<file path="src/rtl/vic20_clk_pkg.sv">
// Shared types and default constants for the VIC-20 clock-enable / reset generator.
// Holds the reset FSM encoding, the 25 MHz divisor/phase tables and the tick counter width.
package vic20_clk_pkg;

  typedef enum logic [1:0] {
    S_POR     = 2'd0,
    S_RUN     = 2'd1,
    S_BTN     = 2'd2,
    S_STRETCH = 2'd3
  } rst_state_e;

  localparam int unsigned TICK_W     = 16;
  localparam int unsigned DEF_NUM_CH = 3;
  localparam int unsigned DEF_DIV_W  = 8;

  // ch0 CPU 1 MHz, ch1 VIA phase-2 1 MHz half a period later, ch2 VIA 4x ~4.17 MHz
  localparam logic [DEF_NUM_CH*DEF_DIV_W-1:0] DEF_DIVS   = {8'd6, 8'd25, 8'd25};
  localparam logic [DEF_NUM_CH*DEF_DIV_W-1:0] DEF_PHASES = {8'd0, 8'd12, 8'd0};

endpackage

</file>
<file path="src/rtl/clken_div.sv">
// One clock-enable channel: wrapping counter, phase compare and resync restart.
// DIV = 1 keeps the counter at zero, so the enable stays high every cycle.
module clken_div #(
  parameter int unsigned      DIV_W = 8,
  parameter logic [DIV_W-1:0] DIV   = DIV_W'(1),
  parameter logic [DIV_W-1:0] PHASE = DIV_W'(0)
) (
  input  logic clk,
  input  logic reset_n,
  input  logic resync,
  output logic clken
);

  localparam logic [DIV_W-1:0] DIV_LAST = DIV - DIV_W'(1);

  logic [DIV_W-1:0] r_cnt;
  logic             r_clken;

  // resync restarts the channel exactly as a reset_n release would
  always_ff @(posedge clk or negedge reset_n) begin
    if (!reset_n) begin
      r_cnt   <= '0;
      r_clken <= 1'b0;
    end else if (resync) begin
      r_cnt   <= '0;
      r_clken <= 1'b0;
    end else begin
      r_cnt   <= (r_cnt == DIV_LAST) ? '0 : r_cnt + DIV_W'(1);
      r_clken <= (r_cnt == PHASE);
    end
  end

  assign clken = r_clken;

endmodule

</file>
<file path="src/rtl/clken_reset_gen.sv">
// NUM_CH clock-enable generator plus power-up / button reset sequencer for the VIC-20 core.
// Define CLKEN_DEBOUNCE_EN to insert the DEB_CYCLES button debouncer after the synchroniser.
module clken_reset_gen
  import vic20_clk_pkg::*;
#(
  parameter int unsigned                  NUM_CH        = DEF_NUM_CH,
  parameter int unsigned                  DIV_W         = DEF_DIV_W,
  parameter logic [NUM_CH*DIV_W-1:0]      DIVS          = DEF_DIVS,
  parameter logic [NUM_CH*DIV_W-1:0]      PHASES        = DEF_PHASES,
  parameter int unsigned                  POR_TICKS     = 65535,
  parameter int unsigned                  STRETCH_TICKS = 16,
  parameter int unsigned                  DEB_CYCLES    = 250000
) (
  input  logic              clk,
  input  logic              reset_n,
  input  logic              btn_n,
  input  logic              resync,
  output logic [NUM_CH-1:0] clken,
  output logic              sys_reset_n,
  output logic              por_done
);

  localparam logic [TICK_W-1:0] POR_LAST     = TICK_W'(POR_TICKS - 1);
  localparam logic [TICK_W-1:0] STRETCH_LAST = TICK_W'(STRETCH_TICKS - 1);

  logic [NUM_CH-1:0] w_clken;
  logic              w_btn_pressed;
  logic              w_tick;

  for (genvar k = 0; k < NUM_CH; k++) begin : g_ch
    clken_div #(
      .DIV_W (DIV_W),
      .DIV   (DIVS[k*DIV_W +: DIV_W]),
      .PHASE (PHASES[k*DIV_W +: DIV_W])
    ) u_div (
      .clk     (clk),
      .reset_n (reset_n),
      .resync  (resync),
      .clken   (w_clken[k])
    );
  end

  assign clken = w_clken;

  logic r_sync1;
  logic r_sync2;

  // two-flop synchroniser for the asynchronous button, idles at "released"
  always_ff @(posedge clk or negedge reset_n) begin
    if (!reset_n) begin
      r_sync1 <= 1'b1;
      r_sync2 <= 1'b1;
    end else begin
      r_sync1 <= btn_n;
      r_sync2 <= r_sync1;
    end
  end

`ifdef CLKEN_DEBOUNCE_EN
  localparam int unsigned       DEB_W    = (DEB_CYCLES > 1) ? $clog2(DEB_CYCLES) : 1;
  localparam logic [DEB_W-1:0]  DEB_LAST = DEB_W'(DEB_CYCLES - 1);

  logic [DEB_W-1:0] r_deb_cnt;
  logic             r_deb_level;

  // new level is accepted on the DEB_CYCLES-th consecutive differing sample
  always_ff @(posedge clk or negedge reset_n) begin
    if (!reset_n) begin
      r_deb_cnt   <= '0;
      r_deb_level <= 1'b1;
    end else if (r_sync2 == r_deb_level) begin
      r_deb_cnt   <= '0;
    end else if (r_deb_cnt == DEB_LAST) begin
      r_deb_cnt   <= '0;
      r_deb_level <= r_sync2;
    end else begin
      r_deb_cnt   <= r_deb_cnt + DEB_W'(1);
    end
  end

  assign w_btn_pressed = ~r_deb_level;
`else
  assign w_btn_pressed = ~r_sync2;
`endif

  // a channel-0 tick that coincides with resync is discarded
  assign w_tick = w_clken[0] & ~resync;

  rst_state_e        r_state;
  rst_state_e        w_next;
  logic [TICK_W-1:0] r_tick_cnt;
  logic [TICK_W-1:0] w_tick_next;
  logic              r_por_done;
  logic              w_por_next;
  logic              r_sys_reset_n;

  always_comb begin
    w_next      = r_state;
    w_tick_next = r_tick_cnt;
    w_por_next  = r_por_done;
    case (r_state)
      S_POR: begin
        if (w_tick && (r_tick_cnt == POR_LAST)) begin
          w_tick_next = '0;
          w_next      = S_RUN;
          w_por_next  = 1'b1;
        end else if (w_tick) begin
          w_tick_next = r_tick_cnt + TICK_W'(1);
        end else begin
          w_tick_next = r_tick_cnt;
        end
      end
      S_RUN: begin
        if (w_btn_pressed) begin
          w_next = S_BTN;
        end else begin
          w_next = S_RUN;
        end
      end
      S_BTN: begin
        if (w_btn_pressed) begin
          w_next = S_BTN;
        end else begin
          w_next      = S_STRETCH;
          w_tick_next = '0;
        end
      end
      S_STRETCH: begin
        if (w_btn_pressed) begin
          w_next      = S_BTN;
          w_tick_next = '0;
        end else if (w_tick && (r_tick_cnt == STRETCH_LAST)) begin
          w_next      = S_RUN;
          w_tick_next = '0;
        end else if (w_tick) begin
          w_tick_next = r_tick_cnt + TICK_W'(1);
        end else begin
          w_tick_next = r_tick_cnt;
        end
      end
      default: begin
        w_next      = S_POR;
        w_tick_next = '0;
      end
    endcase
  end

  // state register; sys_reset_n is registered from the next state
  always_ff @(posedge clk or negedge reset_n) begin
    if (!reset_n) begin
      r_state       <= S_POR;
      r_tick_cnt    <= '0;
      r_por_done    <= 1'b0;
      r_sys_reset_n <= 1'b0;
    end else begin
      r_state       <= w_next;
      r_tick_cnt    <= w_tick_next;
      r_por_done    <= w_por_next;
      r_sys_reset_n <= (w_next == S_RUN);
    end
  end

  assign sys_reset_n = r_sys_reset_n;
  assign por_done    = r_por_done;

endmodule
</file>
<file path="config.mk">
export PLATFORM = sky130hd
export DESIGN_NAME = clken_reset_gen
export DESIGN_NICKNAME = d
export VERILOG_FILES = /design/src/rtl/vic20_clk_pkg.sv /design/src/rtl/clken_div.sv /design/src/rtl/clken_reset_gen.sv
export SDC_FILE = /design/constraint.sdc
export NUM_CORES = 1
export LEC_CHECK = 0
export ABC_CLOCK_PERIOD_IN_PS = 2000
export BUFFER_PORTS_ARGS = -buffer_cell sky130_fd_sc_hd__buf_2
export CAP_MARGIN = 20
export CORE_ASPECT_RATIO = 0.5
export CORE_UTILIZATION = 61
export DETAILED_ROUTE_END_ITERATION = 10
export PLACE_DENSITY = 0.8
export SYNTH_ARGS = -nofsm -noshare
export SYNTH_HDL_FRONTEND = slang
export SYNTH_SLANG_ARGS = --single-unit
</file>
<file path="constraint.sdc">
create_clock -name clk -period 2 [get_ports clk]
set_clock_uncertainty 0.1 [all_clocks]
set_input_delay 0.2 -clock clk [delete_from_list [all_inputs] [get_ports clk]]
set_output_delay 0.2 -clock clk [all_outputs]
set_load 0.02 [all_outputs]
</file>
==> flow_results.org, run 1 <==
** Outcome
- The flow ran to the end, and the final reports show no timing, DRC or antenna violations.

** Place
- Global placement routability congestion :: roughly 0.80
- Total instance count after detailed placement :: just under 300
- In this run the tool buffered the top-level ports with 8 buffer cells.
- DP Area :: 2540 um^2
- Detailed placer's ending HPWL :: a little under 3000 um

** CTS
- The clock drives 49 sinks.
- At the later pin of the worst-skew pair, clock insertion delay measures between 0.3 and 0.4 ns.
- CTS tree :: done
- Reg clk slew, reported paths :: 0.09 ns
- Total clock buffers created by CTS :: 5
- CTS built an H-tree with a depth of 2.
- No sink is reached through more buffers than the 2 on the longest clock path.
- The tree is rooted in a sky130_fd_sc_hd__clkbuf_8.

** Setup path
- Data on the critical path arrives at its endpoint at 2.06 ns.
- Type of destination of the critical path :: flip-flop
- Worst Setup Start Kind :: flip-flop
- By startpoint and endpoint, the worst setup path is classified as flip-flop to flip-flop.
- Maximum fanout count along the critical path :: 13
- For the worst setup path, the data required time is 2.13 ns.

** Floorplan
- The floorplan step set the die width to between 90 and 100 um.
- Ports placed on the boundary :: 9
- In this run the core area contains 15 standard-cell rows.
- The floorplan step defined a die boundary enclosing 4290 um^2.
- Die Y :: 46.8 um
- Core Box Area :: ~3600 um^2
- Initial Utilization :: 0.673

** STA
- Slew at the pin with the worst max-slew slack :: 0.601 ns
- Unrepaired setup endpoints after global routing :: false
- Final Hold Viols :: 0
- Max transition margin :: 0.599
- Counting I/O delays and the setup requirement, the final critical path takes 1.93 ns.
- Share of the clock period used by the worst path after layout :: 0.967
- Adding up every negative setup slack in the final design gives 0 ns.
- Number of setup violations in the final report :: 0
- Final Hold Slack :: between 0.08 and 0.09 ns
- Fmax :: just over 500 MHz
- Number of max-slew violations in the final report :: 0

** Route
- The detailed router finished its first iteration with 74 violations.
- Via-to-Cell Ratio :: 5.79
- In the final routed layout, each cell accounts on average for 14.4 um.
- For this run, design rule violations remaining after detail routing come to 0.
- Before antenna repair, the detailed router went through 4 iterations.
- The count of nets left with antenna violations once routing finished came out at 0.
- Total routed wirelength :: 4470 um
- Total via count in the routed design :: between 1500 and 2000

** Synthesis
- Cell taking the most area after synthesis :: sky130_fd_sc_hd__dfrtp_1
- Flip-flop and latch count after synthesis :: 49
- Sequential cell area fraction in the yosys report :: 0.501
- Number of distinct library cell variants in the gate-level netlist after synthesis :: 41
- After synthesis the cells add up to 2450 um^2.
- Cell types occupying the most area after synthesis :: sky130_fd_sc_hd__dfrtp_1, sky130_fd_sc_hd__xor2_1, sky130_fd_sc_hd__nor2_1, sky130_fd_sc_hd__ha_1, sky130_fd_sc_hd__nand3_1
- A synthesized cell averages 10.2 um^2.
- During synthesis, Yosys emitted a total of 0 warnings.
- The number of nets handed over by synthesis was 254.
- Of the post-synthesis cell area, the dominant cell type holds 0.480.
- Gate count after technology mapping :: 241

** Pwr
- Worst ir drop on vdd :: between 0.3 and 0.4 mV
- Power density over the cells :: 697 nW/um^2
- Lkg Pwr :: 0.00120 uW
- The design draws 1890 uW.

** Global route
- The via count of the first global-routing pass came to 1579.
- Met2 usage :: 0.397
- Largest net degree at the start of global routing :: 50
- In the global route stage, met1 resource usage came out at 0.262.
- Overall fraction of global-route tracks in use :: 0.217
- For met3 alone, demand over resource in global routing was 0.0583.
- met2 is the most crowded layer.
- Antenna violations before repair :: 0
- The total overflow left after global routing is 0.
- The first global-routing pass estimated 6950 um of wire.

** Final layout
- Of the cells placed in the final design, the portion with a size suffix greater than 1 is 0.139.
- Antenna Cells :: 0
- Final cell area excluding filler cells :: 2720 um^2
- Area overhead of the layout relative to synthesis :: 10.9%
- After the last flow step, the layout net total stands at 271.
- The finished layout holds 310 standard cells, fillers aside.

** Worst hold path
- The min-delay analysis places its worst path in the category input port to flip-flop.

** Flow run
- Number of maximum-capacitance constraint violations :: 0
[flip-flops by register name, indices dropped and copies added (netlist names)]
signal	count
r_sync1	1
g_ch.u_div.clken	3
por_done	1
r_sync2	1
g_ch.u_div.r_cnt	24
r_tick_cnt	16
sys_reset_n	1
r_state	2
[through the flow]
step                      utilization  setup WS [ns]
after detailed placement        0.698         0.0679
after global routing            0.747        0.00243
after global placement          0.698          0.120
final                           0.747         0.0656
after floorplan                     -          0.233
after CTS                       0.735         0.0402
[final cells by class]
type	instances	area (um^2)
Tap cell	51	63.8
Multi-Input combinational cell	174	1160
Clock buffer	5	68.8
Clock inverter	3	46.3
Inverter	12	45.0
Timing Repair Buffer	16	105
Sequential cell	49	1230
Fill cell	265	922
[logic make-up after synthesis]
logic type               after synthesis  share of synthesized area
buffers and inverters                 18                     0.0357
flip-flops                            49                      0.501
adder cells (fa/ha/maj)                9                     0.0459
XOR/XNOR                              23                     0.0822
AND/OR/NAND/NOR                      101                      0.216
AO/OA/AOI/OAI                         41                      0.118
[cell usage in the layout (no fill, tap or decap), drive strengths merged, types with 8 or more instances in the layout]
cell and n:
ha 9, o21ai 9, nand2 11, dfrtp 47
xor2 15, buf 14, nor2 33, xnor2 8
nand3 15, a22oi 10, or3 8, inv 12
and3 8
[power by group]
part,leakage [uW],internal (uW),switching (uW),total [uW]
combinational,0.000490,48.6,85.8,134
sequential,0.000660,1020,25.9,1040
clock,0.0000543,374,343,717
total,0.00120,1440,455,1890
[synthesized netlist by cell type (all sizes together)]
master,n
nand2b,3
dfstp,2
and2,3
nor2,33
nor4b,2
or3,8
or2,2
o2111ai,1
o21ai,9
o211ai,3
a221oi,1
a22oi,10
o21a,1
ha,9
nand4bb,1
buf,6
nand4,4
o31ai,2
and3,8
xor2,15
inv,12
or4b,1
or4,4
a211o,1
nor4,4
xnor2,8
a21bo,1
a31o,4
nand2,11
a21oi,7
o41ai,1
nand3,15
nor3,1
dfrtp,47
nor2b,1
[critical path, cell delays in order, from the launching register on]
cell,delay (ns)
sky130_fd_sc_hd__dfrtp_1,0.44
sky130_fd_sc_hd__or2_1,0.29
sky130_fd_sc_hd__a211o_4,0.39
sky130_fd_sc_hd__or4b_1,0.47
sky130_fd_sc_hd__a22oi_1,0.16
[worst paths after layout]
| check | to | cells past startpoint | slack, ns | startpoint |
|---|---|---|---|---|
| setup / recovery | r_tick_cnt[11] | 4 | 0.07 | r_state[1] |
| hold / removal | g_ch[1].u_div.clken | 2 | 0.08 | resync |
| setup reg to reg | r_tick_cnt[11] | 4 | 0.07 | r_state[1] |
| hold reg to reg | r_sync2 | 0 | 0.27 | r_sync1 |
| max in group asynchronous | r_tick_cnt[12] | 3 | 0.98 | reset_n |
| min in group asynchronous | r_tick_cnt[11] | 3 | 0.41 | reset_n |
[timing repair]
action	in CTS	in global routing
hold buffers	2	0
hold endpoints to repair	48	0
gates resized for setup	0	4
setup buffers	0	2
setup endpoints to repair	0	4
[routing by layer]
metal  wire length, um  up-vias
met5                 0        -
met3               164       11
met4                72        0
li1                  -      883
met1              2110      861
met2              2120       39
Power figures use the tool's default switching activity.
==> inputs of run 2 (changes only) <==
ABC_AREA = 1   (was default)
==> run 2 against run 1 <==
Compared with the run above: global-route usage is 2.3 points higher; register-to-register slack better by 0.33 ns; critical path depth is 5 higher; clock power hardly changed; synthesized area is 7.9% higher; clock-buffer cell count is 1 higher; sequential share of layout area is 2.4 points lower; setup slack better by 0.33 ns; sequential cell count stayed put; maximum frequency is 20% higher; die area is 7.6% higher; highest routed layer unchanged.
==> flow_results.org, run 2 <==
** Outcome
- The run finished with clean final reports.

** Pwr
- Net switching power of the design :: 458 uW (+0.64%)
- Overall power of the completed layout :: 1900 uW (+0.30%)
- Int Pwr :: 1440 uW (+0.19%)
- Switching portion of total power :: 0.241 (+0.000833)
- The leakage power figure was 0.00138 uW (+15%).
- Part of the power in the clock network :: 0.376 (-0.003)
- Share of total power in sequential cells :: 0.547 (-0.003)
- Worst ir drop on vdd :: 0.557 mV (+45%)
- The combinational fraction of design power is 0.077 (+0.006).
- Power density over the cells :: 662 nW/um^2 (-5.0%)

** Floorplan
- The cell row count came to 16 (+1).
- Initial Utilization :: 0.657 (-0.0159)
- The die outline area is 4620 um^2 (+7.6%).
- The area inside the core boundary was 4020 um^2 (+11%).
- The overall die width came to 95.1 um (+3.8%).
- Ports placed on the boundary :: 9 (unchanged)
- The floorplan die height came to 48.6 um (+3.7%).

** Place
- The minimum setup slack after placement was 0.392 ns (+0.324 ns).
- The final estimated routing congestion in global placement came to 0.895 (+11%).
- The placed wire-length estimate after detailed placement was 3590 um (+21%).
- The number of input and output port buffers inserted is 8 (unchanged).
- DP Area :: 2740 um^2 (+7.7%)

** CTS
- The clock latency at the later pin of the worst-skew pair was 0.30 ns (about the same).
- The number of cells upsized or downsized after cts is 0 (unchanged).
- The tree is rooted in a sky130_fd_sc_hd__clkbuf_8.
- Total clock buffers created by CTS :: 5 (unchanged)
- Clock tree buffer depth :: 2 (unchanged)
- Number of levels in the clock H-tree :: 2 (unchanged)
- CTS sink cnt :: 49 (unchanged)
- TritonCTS built the clock tree.
- Reg clk slew, reported paths :: 0.09 ns (about the same)

** Synthesis
- The synthesized netlist net count came to 350 (+38%).
- The share of Yosys cell area claimed by the top area cell type is 0.445 (-0.0352).
- Post-synth EDFFs :: 0 (unchanged)
- Mapped Area :: 2650 um^2 (+7.9%)
- Of all cell types, the one taking the most synthesized area is sky130_fd_sc_hd__dfrtp_1.
- The gate count after technology mapping came to 337 (+40%).
- Share of async-settable or async-resettable flops after synthesis :: 1.00 (unchanged)
- The count of state elements after synthesis was 49 (unchanged).
- Average cell area after synthesis :: 7.85 um^2 (-23%)
- Counting instances in the post-synthesis netlist gives the leading cell types as sky130_fd_sc_hd__nand2_1, sky130_fd_sc_hd__nor2_1, sky130_fd_sc_hd__inv_1.
- The number of distinct library cells after synthesis is 30 (-27%).
- Sequential cell area fraction in the yosys report :: 0.465 (-0.0368)
- Sorting the synthesized cells by area gives the leading types as sky130_fd_sc_hd__dfrtp_1, sky130_fd_sc_hd__nand2_1, sky130_fd_sc_hd__nor2_1, sky130_fd_sc_hd__inv_1, sky130_fd_sc_hd__nand3_1.
- Post-synth top flop :: sky130_fd_sc_hd__dfrtp_1
- The number of synthesis warnings came to 0 (unchanged).

** Global route
- Global-route wire length before repair :: 8430 um (+21%)
- The initial antenna violation count is 0 (unchanged).
- Total congestion overflow after global routing :: 0 (unchanged)
- Vias in the first global route :: 2006 (+27%)
- Largest net degree at the start of global routing :: 33 (-34%)
- Overall fraction of global-route tracks in use :: 0.240 (+0.0234)

** Setup path
- Data required time at the worst endpoint :: 2.10 ns (-0.03 ns)
- The data arrival at the endpoint of the critical path came to 1.71 ns (-0.35 ns).
- Worst Setup Start Kind :: flip-flop
- The largest fanout on the critical path is 5 (-8).
- Crit Path Class :: flip-flop to flip-flop
- The worst setup path is captured at a flip-flop.

** STA
- The setup slack after layout was 0.391 ns (+0.325 ns).
- The final count of pins violating max slew was 0 (unchanged).
- Setup repair after global routing left no endpoint under its margin.
- The maximum operating frequency is 621 MHz (+20%).
- Slew at the pin with the worst max-slew slack :: 0.453 ns (-0.148 ns)
- Final Hold Slack :: 0.129 ns (+0.0450 ns)
- The max-slew headroom at the worst pin came to 0.696 (+0.0966).
- The setup TNS was 0 ns (unchanged).
- Final Hold Viols :: 0 (unchanged)
- Share of the clock period used by the worst path after layout :: 0.805 (-0.163)
- Number of setup violations in the final report :: 0 (unchanged)
- Crit path time final :: 1.61 ns (-0.325 ns)

** Route
- The routed length on met2 came to 2280 um (+7.8%).
- Total via count in the routed design :: 2046 (+14%)
- Via-to-Cell Ratio :: 5.04 (-13%)
- The final wirelength was 4870 um (+9.0%).
- The amount of wire on met3 after detailed routing came to 199 um (+21%).
- Remaining number of nets flagged by the antenna check after routing :: 0 (unchanged)
- The number of DRC violations after detailed routing is 0 (unchanged).
- The detail-routed net length per standard cell is 12.0 um (-17%).
- Signal routing reaches up to met4.
- The wire length on met1 is 2350 um (+11%).
- The number of detailed-routing iterations run before antenna repair came to 4 (unchanged).
- The first-iteration detailed-routing DRC count came to 96 (+30%).

** Final layout
- Ranked by flip-flop count, first place goes to g_ch.u_div.r_cnt.
- The area growth from synthesis to layout is 8.51%.
- The count of inserted antenna diode cells is 0 (unchanged).
- The top cell types in the final layout, fill and taps aside, are sky130_fd_sc_hd__nor2_1, sky130_fd_sc_hd__nand2_1, sky130_fd_sc_hd__inv_1.
- Share of cells above drive strength 1 :: 0.0994 (-0.0396)
- Final cell area excluding filler cells :: 2870 um^2 (+5.6%)
- NumNets Final :: 364 (+34%)
- Max reg flops :: 24 (unchanged)

** Worst hold path
- Tightest Hold Check Type :: input port to flip-flop

** Flow run
- The max-capacitance violation count is 0 (unchanged).
## run 2: changes by cell type after synthesis, moves of 7 or more
cell	delta
sky130_fd_sc_hd__nand2_1	+50
sky130_fd_sc_hd__inv_1	+42
sky130_fd_sc_hd__nor2_1	+28
sky130_fd_sc_hd__nand3_1	+14
sky130_fd_sc_hd__xor2_1	-10
sky130_fd_sc_hd__nor3_1	+9
sky130_fd_sc_hd__a22oi_1	-8
sky130_fd_sc_hd__and3_1	-8
sky130_fd_sc_hd__nand4_1	+8
sky130_fd_sc_hd__or3_1	-7
## run 2: worst paths after layout
check,start,cells after the start,slack (ns),to
min in group asynchronous,reset_n,2,0.26,r_tick_cnt[15]
worst min-delay path,resync,2,0.13,g_ch[0].u_div.r_cnt[7]
worst min register to register,r_sync1,0,0.27,r_sync2
max in group asynchronous,reset_n,3,1.04,g_ch[1].u_div.r_cnt[2]
worst max-delay path,r_sync2,9,0.39,r_tick_cnt[15]
worst max register to register,r_sync2,9,0.39,r_tick_cnt[15]
## run 2: per-layer routing
layer  vias up  GRT usage
li1       1084          -
met1       925      0.310
met2        32      0.402
met3         5     0.0535
met4         0     0.0758
met5         -          0
## run 2: metrics by stage
| step | util | cells |
|---|---|---|
| 4_1_cts | 0.713 | 406 |
| 5_1_grt | 0.713 | 406 |
| 6_report | 0.713 | 406 |
| 3_5_place_dp | 0.681 | 396 |
| 2_1_floorplan | - | 337 |
| 3_3_place_gp | 0.681 | 396 |
## run 2: timing repair
action,4_1_cts,5_1_grt
endpoints found under the hold margin,16,0
hold buffers,2,0
buffers inserted,0,0
## run 2: layout make-up
class,count,area [um^2]
clock inverter,2,38.8
sequential,49,1230
fill,307,1150
multi-input combinational,227,1160
tap,54,67.6
inverter,57,221
clock buffer,6,72.6
timing repair buffer,11,80.1
## run 2: cells by family (layout without fill, tap and decap cells)
family | after synthesis | count (layout) | share of synthesized area
flip-flops | 49 | 49 | 0.465
adder cells (fa/ha/maj) | 9 | 9 | 0.0426
AO/OA/AOI/OAI | 19 | 19 | 0.0393
buffers and inverters | 61 | 76 | 0.0965
XOR/XNOR | 10 | 10 | 0.0331
AND/OR/NAND/NOR | 189 | 189 | 0.324
## run 2: worst max-delay path, cell delays in order (launching register included)
cell	delay [ns]
sky130_fd_sc_hd__dfstp_2	0.54
sky130_fd_sc_hd__inv_1	0.08
sky130_fd_sc_hd__nand2_1	0.07
sky130_fd_sc_hd__nand2_1	0.05
sky130_fd_sc_hd__nand2_1	0.18
sky130_fd_sc_hd__nand3_2	0.15
sky130_fd_sc_hd__nor2_2	0.15
sky130_fd_sc_hd__nand3_1	0.08
sky130_fd_sc_hd__nand2_1	0.07
sky130_fd_sc_hd__nor2_1	0.04
## run 2: power groups by stage
stage                     combinational, uW  clock [uW]  sequential (uW)
after CTS                               149         735             1040
after floorplan                         102           0             1050
after detailed placement                145           0             1060
final                                   146         714             1040
after global placement                  140           0             1060
after global routing                    172         764             1050
